==> config.mk <==
export PLATFORM = sky130hd
export DESIGN_NAME = alu_muldiv_seq
export DESIGN_NICKNAME = d
export VERILOG_FILES = /design/src/rtl/alu_muldiv_pkg.sv /design/src/rtl/alu_muldiv_seq.sv
export SDC_FILE = /design/constraint.sdc
export NUM_CORES = 1
export LEC_CHECK = 0
export ABC_AREA = 1
export BUFFER_PORTS_ARGS = -buffer_cell sky130_fd_sc_hd__clkbuf_2
export CAP_MARGIN = 20
export CORE_ASPECT_RATIO = 0.75
export CORE_MARGIN = 2
export CORE_UTILIZATION = 40
export CTS_CLUSTER_SIZE = 8
export DETAILED_ROUTE_END_ITERATION = 8
export MAX_ROUTING_LAYER = met4
export SLEW_MARGIN = 5
export SYNTH_ARGS = -nofsm -noshare
export SYNTH_HDL_FRONTEND = slang
export SYNTH_SLANG_ARGS = --single-unit
==> constraint.sdc <==
create_clock -name clk_i -period 6 [get_ports clk_i]
set_clock_uncertainty 0.1 [all_clocks]
set_input_delay 0.3 -clock clk_i [delete_from_list [all_inputs] [get_ports clk_i]]
set_output_delay 0.3 -clock clk_i [all_outputs]
set_load 0.01 [all_outputs]
==> src/rtl/alu_muldiv_pkg.sv <==
// Shared types for the iterative multiply/divide unit: operation codes and FSM states.
package alu_muldiv_pkg;

  typedef enum logic [1:0] {
    MDU_MULT  = 2'b00,
    MDU_MULTU = 2'b01,
    MDU_DIV   = 2'b10,
    MDU_DIVU  = 2'b11
  } mdu_op_t;

  typedef enum logic [1:0] {
    IDLE,
    CALC,
    FIXUP
  } mdu_state_t;

endpackage

==> src/rtl/alu_muldiv_seq.sv <==
// Bit-serial multiply/divide: one shift-add or restoring shift-subtract step per clock,
// operating on magnitudes, with the sign correction applied in a final FIXUP cycle.
module alu_muldiv_seq
  import alu_muldiv_pkg::*;
#(
  parameter int WIDTH = 32
) (
  input  logic             clk_i,
  input  logic             rst_i,
  input  logic             start_i,
  input  mdu_op_t          op_i,
  input  logic [WIDTH-1:0] a_i,
  input  logic [WIDTH-1:0] b_i,
  output logic             busy_o,
  output logic             done_o,
  output logic [WIDTH-1:0] hi_o,
  output logic [WIDTH-1:0] lo_o,
  output logic             zero_o,
  output logic             divz_o
);

  localparam int CNT_W = $clog2(WIDTH + 1);

  mdu_state_t         state_q;
  logic               is_div_q;
  logic               neg_res_q;
  logic               neg_a_q;
  logic [2*WIDTH:0]   work_q;
  logic [WIDTH-1:0]   divisor_q;
  logic [CNT_W-1:0]   cnt_q;
  logic               busy_q, done_q, zero_q, divz_q;
  logic [WIDTH-1:0]   hi_q, lo_q;

  logic               signed_op;
  logic [WIDTH-1:0]   a_abs, b_abs;
  logic [WIDTH:0]     acc, add_sum;
  logic [WIDTH:0]     rem_s;
  logic [WIDTH+1:0]   diff;
  logic [2*WIDTH:0]   work_d;
  logic [2*WIDTH-1:0] prod_fix;
  logic [WIDTH-1:0]   quot_fix, rem_fix;
  logic [WIDTH-1:0]   hi_d, lo_d;
  logic               divz_d;

  always_comb begin
    signed_op = (op_i == MDU_MULT) || (op_i == MDU_DIV);
    a_abs     = (signed_op && a_i[WIDTH-1]) ? (WIDTH'(0) - a_i) : a_i;
    b_abs     = (signed_op && b_i[WIDTH-1]) ? (WIDTH'(0) - b_i) : b_i;

    // Multiply: accumulator in the upper half, multiplier shifts out of the bottom.
    acc     = work_q[2*WIDTH:WIDTH];
    add_sum = acc + {1'b0, divisor_q};

    // Divide: shift remainder:dividend left, keep the difference when it does not go negative.
    rem_s = work_q[2*WIDTH-1:WIDTH-1];
    diff  = {1'b0, rem_s} - {2'b00, divisor_q};

    if (is_div_q) begin
      if (diff[WIDTH+1]) work_d = {rem_s, work_q[WIDTH-2:0], 1'b0};
      else               work_d = {diff[WIDTH:0], work_q[WIDTH-2:0], 1'b1};
    end else begin
      work_d = {1'b0, (work_q[0] ? add_sum : acc), work_q[WIDTH-1:1]};
    end

    prod_fix = neg_res_q ? ((2*WIDTH)'(0) - work_q[2*WIDTH-1:0]) : work_q[2*WIDTH-1:0];
    quot_fix = neg_res_q ? (WIDTH'(0) - work_q[WIDTH-1:0]) : work_q[WIDTH-1:0];
    rem_fix  = neg_a_q ? (WIDTH'(0) - work_q[2*WIDTH-1:WIDTH]) : work_q[2*WIDTH-1:WIDTH];

    divz_d = is_div_q && (divisor_q == '0);
    if (is_div_q) begin
      // With a zero divisor the remainder path already reconstructs the original dividend.
      hi_d = rem_fix;
      lo_d = divz_d ? '1 : quot_fix;
    end else begin
      hi_d = prod_fix[2*WIDTH-1:WIDTH];
      lo_d = prod_fix[WIDTH-1:0];
    end
  end

  always_ff @(posedge clk_i or posedge rst_i) begin
    if (rst_i) begin
      state_q   <= IDLE;
      is_div_q  <= 1'b0;
      neg_res_q <= 1'b0;
      neg_a_q   <= 1'b0;
      work_q    <= '0;
      divisor_q <= '0;
      cnt_q     <= '0;
      busy_q    <= 1'b0;
      done_q    <= 1'b0;
      zero_q    <= 1'b0;
      divz_q    <= 1'b0;
      hi_q      <= '0;
      lo_q      <= '0;
    end else begin
      case (state_q)
        IDLE: begin
          done_q <= 1'b0;
          if (start_i) begin
            is_div_q  <= op_i[1];
            neg_res_q <= signed_op && (a_i[WIDTH-1] ^ b_i[WIDTH-1]);
            neg_a_q   <= signed_op && a_i[WIDTH-1];
            work_q    <= {{(WIDTH+1){1'b0}}, a_abs};
            divisor_q <= b_abs;
            cnt_q     <= CNT_W'(WIDTH);
            busy_q    <= 1'b1;
            state_q   <= CALC;
          end
        end
        CALC: begin
          work_q <= work_d;
          cnt_q  <= cnt_q - 1'b1;
          if (cnt_q == CNT_W'(1)) state_q <= FIXUP;
        end
        FIXUP: begin
          hi_q    <= hi_d;
          lo_q    <= lo_d;
          zero_q  <= (lo_d == '0);
          divz_q  <= divz_d;
          done_q  <= 1'b1;
          busy_q  <= 1'b0;
          state_q <= IDLE;
        end
        default: state_q <= IDLE;
      endcase
    end
  end

  assign busy_o = busy_q;
  assign done_o = done_q;
  assign hi_o   = hi_q;
  assign lo_o   = lo_q;
  assign zero_o = zero_q;
  assign divz_o = divz_q;

endmodule

==> results of run 1 <==
## flip-flops by register name, summed over array words and instances, names as in the netlist
register / count
work_q: 65
neg_a_q: 1
neg_res_q: 1
busy_o: 1
state_q: 2
divisor_q: 32
done_o: 1
divz_o: 1
zero_o: 1
cnt_q: 6
hi_o: 32
is_div_q: 1
lo_o: 32
## layout make-up
cell class | count | area [sq um]
Fill cell | 4346 | 22500
Clock inverter | 10 | 100
Inverter | 263 | 993
Tap cell | 528 | 661
Sequential cell | 176 | 4400
Antenna cell | 1 | 2.50
Clock buffer | 20 | 467
Multi-Input combinational cell | 2107 | 10600
Timing Repair Buffer | 155 | 841
## metrics by stage
| stage | setup slack (ps) | utilization [%] | total power, uW |
|---|---|---|---|
| finish | 2090 | 44.6 | 2460 |
| global route | 1760 | 44.6 | 2540 |
| CTS | 2170 | 44.6 | 2480 |
| detailed placement | 2190 | 43.1 | 1350 |
| global placement | 2250 | 43.1 | 1350 |
| floorplan | 826 | - | 1290 |
## path summary, 6_finish.rpt
| check | to |
|---|---|
| min | divisor_q[4] |
| max | work_q[50] |
| min reg2reg | lo_o[24] |
| max in group asynchronous | work_q[63] |
| max reg2reg | work_q[50] |
| min in group asynchronous | lo_o[15] |
## synthesized netlist by cell type (all sizes together)
cell type  instances  area (sq um)
o21a               7          52.6
nand2b             1          6.26
nand2            745          2820
a21boi             4          30.0
ha                70           876
a21o              11          82.6
and2               1          6.26
xor2              44           385
a21oi            167           840
or2                4          25.0
o21ai            212          1060
o211ai            11          82.6
a221oi             7          61.3
nand3b            28           210
buf               37           209
fa                 2          40.0
xnor2             31           272
a22oi             43           323
clkinv             3          12.5
o31ai              4          30.0
nor3              31           176
nor2             383          1540
nor4               6          37.5
o22ai              7          43.8
clkbuf            58           218
nand3            219          1130
nand4             27           169
a211oi             1          7.51
dfrtp            176          4400
mux2i              2          20.0
o21bai             4          30.0
o2111ai            3          26.3
inv              260           976
a31oi             32           200
## logic make-up (layout without fill, tap and decap cells)
logic type	Yosys count	in the layout	share of synthesized area [%]
AND/OR/NAND/NOR	1445	1445	37.3
XOR/XNOR	75	75	4.00
AO/OA/AOI/OAI	513	513	17.5
multiplexers	2	2	0.122
flip-flops	176	176	26.8
other	0	1	0
buffers and inverters	358	448	8.62
adder cells (fa/ha/maj)	72	72	5.58
## worst max-delay path: cells and delay by family, from the launching register on
family                 cells  cell delay, ps
buffers and inverters      4            2260
AO/OA/AOI/OAI              1             170
flip-flops                 1             390
AND/OR/NAND/NOR            4             800
## where the power goes
part | switching (uW) | internal, uW
combinational | 94.6 | 45.6
clock | 528 | 607
sequential | 0 | 1190
## what timing repair did
item	4_1_cts	5_1_grt
gates resized for setup	0	0
hold endpoints to repair	35	0
setup endpoints to repair	0	0
hold buffers	2	0
## per-layer routing
metal | routed length [um] | global-route usage [%]
met5 | 0 | -
met2 | 25500 | 40.4
met1 | 33900 | 51.3
met3 | 9670 | 11.8
met4 | 734 | 4.96
==> flow_metrics.py, run 1 <==
metrics = {
    "timing": {
        "layout_min_cycle_time_ps": 3910,
        "setup_viol": 0,
        "hold_slack_ps": 84.4,
        "finalHoldViolations": 0,
        "slew_violations": 0,
        "max_freq_mhz": 256,
        "tns_ps": 0,
        "grt_setup_unrepaired": "false",
        "worst_pin_slew_ps": 1140,
        "slew-limit-headroom_pct": 24.0,
        "fin_crit_sh_pct": 65.1,
    },
    "cts": {
        "htree_levels": 4,
        "root_buffer": "clkbuf_16",
        "clk_pin_slew_ps": 70,
        "tritoncts": "built",
        "clk_path_buf_depth": 2,
        "clk_latency_ps": 460,
        "cts_buffers": 17,
        "cts.sinks": 176,
        "cts_setup_buffers": 0,
    },
    "setup_path": {
        "start_kind": "flip-flop",
        "r2r_slack_ps": 2090,
        "worstPathRequired_ps": 6230,
        "end_kind": "flip-flop",
        "r2r-start": "state_q[1]",
        "crit_type": "reg2reg",
        "reg2reg_depth": 9,
        "crit_path_frequent_cell": "inv_1",
        "worstPathCellList": "inv_1 > nand3_2 > inv_1 > nor2_4 > buf_4 > inv_2 > nor2_1 > a21oi_1 > nand2_1",
        "cp.arrival_ps": 4140,
        "cp_slowest_stage_delay_ps": 1070,
        "cpMaxStageDelayCell": "inv_1",
        "startpoint": "state_q[1]",
        "cp_max_fo": 50,
    },
    "placed_design": {
        "dpl_cell_area_sq_um": 17500,
        "place_congestion": 1.07,
        "port_buffers": 136,
        "dp_hpwl_um": 55800,
        "place_inst": 3227,
    },
    "global_route": {
        "grt_max_degree": 143,
        "grt-ovfl-total": 0,
        "antenna_found_initial": 1,
        "grt_pass1_vias": 16700,
        "grt_pass1_wl_um": 104000,
        "grt_usage_pct": 33.1,
    },
    "final_layout": {
        "layoutNonFillerInstCount": 3260,
        "final_cell_mix": "738 x nand2_1, 358 x nor2_1, 246 x inv_1, 212 x nand3_1, 176 x dfrtp_1",
        "areaGrowthSynthToFinish_pct": 10.2,
        "final_nets": 2861,
        "final_common_cell": "nand2_1",
        "drive_gt1_share_pct": 8.93,
        "design_area_sq_um": 18100,
    },
    "floorplanning": {
        "die_h_um": 179,
        "rows": 64,
        "fp.dieW_um": 238,
        "die-area_sq_um": 42700,
        "boundaryPins": 137,
        "coreArea_sq_um": 40600,
        "start_util_pct": 40.4,
    },
    "outcome": {
        "status": "finished, final reports clean",
    },
    "logic_synthesis": {
        "syn_area_sq_um": 16400,
        "syn_nets": 2782,
        "ys_types": 54,
        "yosys_warnings": 0,
        "netlist_instances": 2641,
        "seq_area_frac_synth_pct": 26.8,
        "synth.avg_cell_area_sq_um": 6.21,
        "synth_seq_cells": 176,
    },
    "routing": {
        "via_per_inst": 5.70,
        "ant_nets": 0,
        "wl_per_cell_um": 21.4,
        "drt_wl_total_um": 69800,
        "drtPass1Iterations": 6,
        "drtIter0Drc": 2180,
        "drc": 0,
        "via_count": 18600,
    },
    "power": {
        "vdd_drop_max_v": 0.000196,
        "pwr_density_cell_nw_per_um2": 136,
        "leakage_uw": 0.00896,
    },
    "flow_run": {
        "maxCapViolations": 0,
    },
    "hold_path": {
        "min_delay_path_depth": 3,
        "holdCritPathClass": "in2reg",
        "min_from": "b_i[4]",
    },
}
Power figures use the tool's default switching activity.
==> run 2, diff against run 1 <==
Settings changed: ABC_AREA 1 to 0.
Clock period 6 ns to 3.3 ns, I/O delays scaled along.
==> flow_metrics.py, run 2 <==
metrics = {
    "logic_synthesis": {
        "ys_types": 82,
        "synth_edf_count": 0,
        "synth_common_cells": "249 x nand2_1, 199 x o21ai_0, 176 x dfrtp_1",
        "synthArstFlopShare_pct": 100,
        "yosys_warnings": 0,
        "synth_top_area_share_pct": 31.2,
        "netlist_instances": 1761,
        "seq_area_frac_synth_pct": 31.2,
        "synth_area_leaders": "dfrtp_1 31%, o21ai_0 7.1%, xnor2_1 6.8%",
        "syn_area_sq_um": 14100,
        "yosysMostFrequentCell": "nand2_1",
        "synth.avg_cell_area_sq_um": 8.01,
        "synth.largest_area_cell": "dfrtp_1",
        "syn_nets": 1902,
        "synth_flop_cell": "dfrtp_1",
        "synth_seq_cells": 176,
    },
    "setup_path": {
        "startpoint": "divisor_q[8]",
        "crit_type": "reg2reg",
        "cp.arrival_ps": 3470,
        "r2r-start": "divisor_q[8]",
        "worstPathRequired_ps": 3520,
        "cp_max_fo": 4,
        "end_kind": "flip-flop",
        "start_kind": "flip-flop",
    },
    "power": {
        "combPwrFrac_pct": 70.1,
        "p_switching_uw": 10400,
        "leakage_uw": 0.00792,
        "p_seq_share_pct": 19.7,
        "total_power_uw": 21400,
        "clock_power_share_pct": 10.3,
        "vdd_drop_max_v": 0.000656,
        "pwr_density_cell_nw_per_um2": 1210,
        "internal_power_uw": 11000,
        "sw_frac_of_total_pct": 48.7,
    },
    "routing": {
        "via_per_inst": 5.63,
        "wl_per_cell_um": 19.1,
        "drt_wl_total_um": 47800,
        "drtIter0Drc": 1586,
        "drc": 0,
        "via_count": 14100,
        "drtPass1Iterations": 6,
        "ant_nets": 0,
    },
    "placed_design": {
        "place_congestion": 0.956,
        "place_inst": 2433,
        "port_buffers": 136,
        "dp_hpwl_um": 37100,
        "pre_cts_ws_ps": -136,
    },
    "global_route": {
        "grt_pass1_vias": 13100,
        "grtUsageMet1_pct": 40.2,
        "grt_pass1_wl_um": 74000,
        "met2_usage_pct": 34.1,
        "grt_max_degree": 94,
        "use_met3_pct": 6.74,
        "antenna_found_initial": 1,
        "grt_usage_pct": 26.2,
        "busiest_layer": "met1",
        "grt-ovfl-total": 0,
    },
    "floorplanning": {
        "fp.dieW_um": 221,
        "coreArea_sq_um": 34700,
        "start_util_pct": 40.6,
        "rows": 59,
        "die_h_um": 167,
        "boundaryPins": 137,
        "die-area_sq_um": 36800,
    },
    "cts": {
        "clk_pin_slew_ps": 70,
        "htree_levels": 4,
        "clk_path_buf_depth": 2,
        "root_buffer": "clkbuf_16",
        "cts.sinks": 176,
        "cts_buffers": 17,
        "clk_latency_ps": 460,
        "tritoncts": "built",
    },
    "timing": {
        "fin_ws_ps": 57.3,
        "grt_setup_unrepaired": "true",
        "layout_min_cycle_time_ps": 3240,
        "worst_pin_slew_ps": 1040,
        "hold_slack_ps": 10.9,
        "setup_viol": 0,
        "slew_violations": 0,
        "max_freq_mhz": 308,
        "fin_crit_sh_pct": 98.3,
        "slew-limit-headroom_pct": 30.6,
        "finalHoldViolations": 0,
    },
    "final_layout": {
        "seqCellArea_sq_um": 4420,
        "multi_input_area_sq_um": 9370,
        "final_cell_mix": "248 x nand2_1, 196 x o21ai_0, 184 x buf_4, 166 x dfrtp_1, 138 x nor2_1",
        "final_common_cell": "nand2_1",
        "final_nets": 2178,
        "largest_register_ffs": 65,
        "layoutNonFillerInstCount": 2507,
        "drive_gt1_share_pct": 21.5,
        "areaGrowthSynthToFinish_pct": 25.8,
        "num-fill-cells": 3414,
        "regMostFlops": "work_q",
    },
    "flow_run": {
        "maxCapViolations": 0,
    },
    "hold_path": {
        "holdCritPathClass": "in2reg",
        "min_from": "a_i[10]",
    },
    "outcome": {
        "status": "finished, final reports clean",
    },
}
[run 2: cell count changes after synthesis, moves of 24 or more]
cell	previous run	this run
a21oi_1	166	136
a22oi_1	43	8
clkbuf_1	58	85
inv_1	248	56
mux2i_1	2	51
nand2_1	738	249
nand3_1	213	23
nand3b_1	28	3
nor2_1	364	139
o21ai_0	175	199
o21ai_1	36	8
xnor2_1	31	110
[run 2: final cells by class]
class,instances,area share [%]
multi-input combinational,1424,52.8
sequential,176,24.9
timing repair buffer,361,14.4
tap,457,3.22
clock buffer,19,2.44
inverter,57,1.23
clock inverter,12,0.974
antenna,1,0.0141
[run 2: per-layer routing]
metal / share of wire (%) / up-vias / routed length, um
met3: 9.7 / 35 / 4660
li1: - / 6852 / -
met5: 0 / - / 0
met1: 51 / 6682 / 24400
met4: 0.90 / 0 / 431
met2: 38 / 536 / 18300
[run 2: critical path, stage by stage (launching register included)]
cell      delay, ps
dfrtp_1         400
buf_4           140
buf_4           130
ha_4            210
a211oi_2        170
nor2_1           70
or3_4           380
a21oi_2         140
buf_4           160
o22ai_1         120
or3_4           440
xor2_2          180
mux2_2          280
a22oi_1         130
o21ai_1          80
[run 2: power by group through the flow]
| stage | Clock [uW] | Sequential, uW | Combinational (uW) |
|---|---|---|---|
| 2_1_floorplan | 0 | 3940 | 8950 |
| 3_3_place_gp | 0 | 4130 | 13900 |
| 3_5_place_dp | 0 | 4170 | 14000 |
| 4_1_cts | 2230 | 4130 | 14200 |
| 5_1_grt | 2310 | 4320 | 16400 |
| 6_report | 2200 | 4210 | 15000 |
[run 2: repair_timing]
action                                 CTS  global route
cloned                                   0             1
setup endpoints to repair               21            50
hold buffers                            30             0
gates resized for setup                  9            62
endpoints found under the hold margin  205             0
pin swaps                                7            16
setup buffers                            1            10
[run 2: worst paths after layout]
kind                            cells past startpoint  slack, ps            to
worst max register to register                     14         60    work_q[54]
min in group asynchronous                           4        300      lo_o[23]
worst min-delay path                                4         10    work_q[10]
worst max-delay path                               14         60    work_q[54]
max in group asynchronous                           4       2270  divisor_q[7]
worst min register to register                      2        370        divz_o
[run 2: per-stage QoR]
stage,utilization [%],setup TNS [ps],cell area (sq um)
floorplan,-,0,14100
global placement,47.4,-195,16400
detailed placement,47.4,-343,16400
CTS,50.1,0,17400
global route,51.1,-535,17700
finish,51.1,0,17700
[run 2: logic make-up (layout without fill, tap and decap cells)]
family                   after synthesis  after routing  synth area share, %
AND/OR/NAND/NOR                      584            584                 19.6
AO/OA/AOI/OAI                        544            544                 23.8
flip-flops                           176            176                 31.2
XOR/XNOR                             171            171                 10.6
buffers and inverters                161            449                 4.45
adder cells (fa/ha/maj)               72             72                 6.50
multiplexers                          53             53                 3.78
other                                  0              1                    0
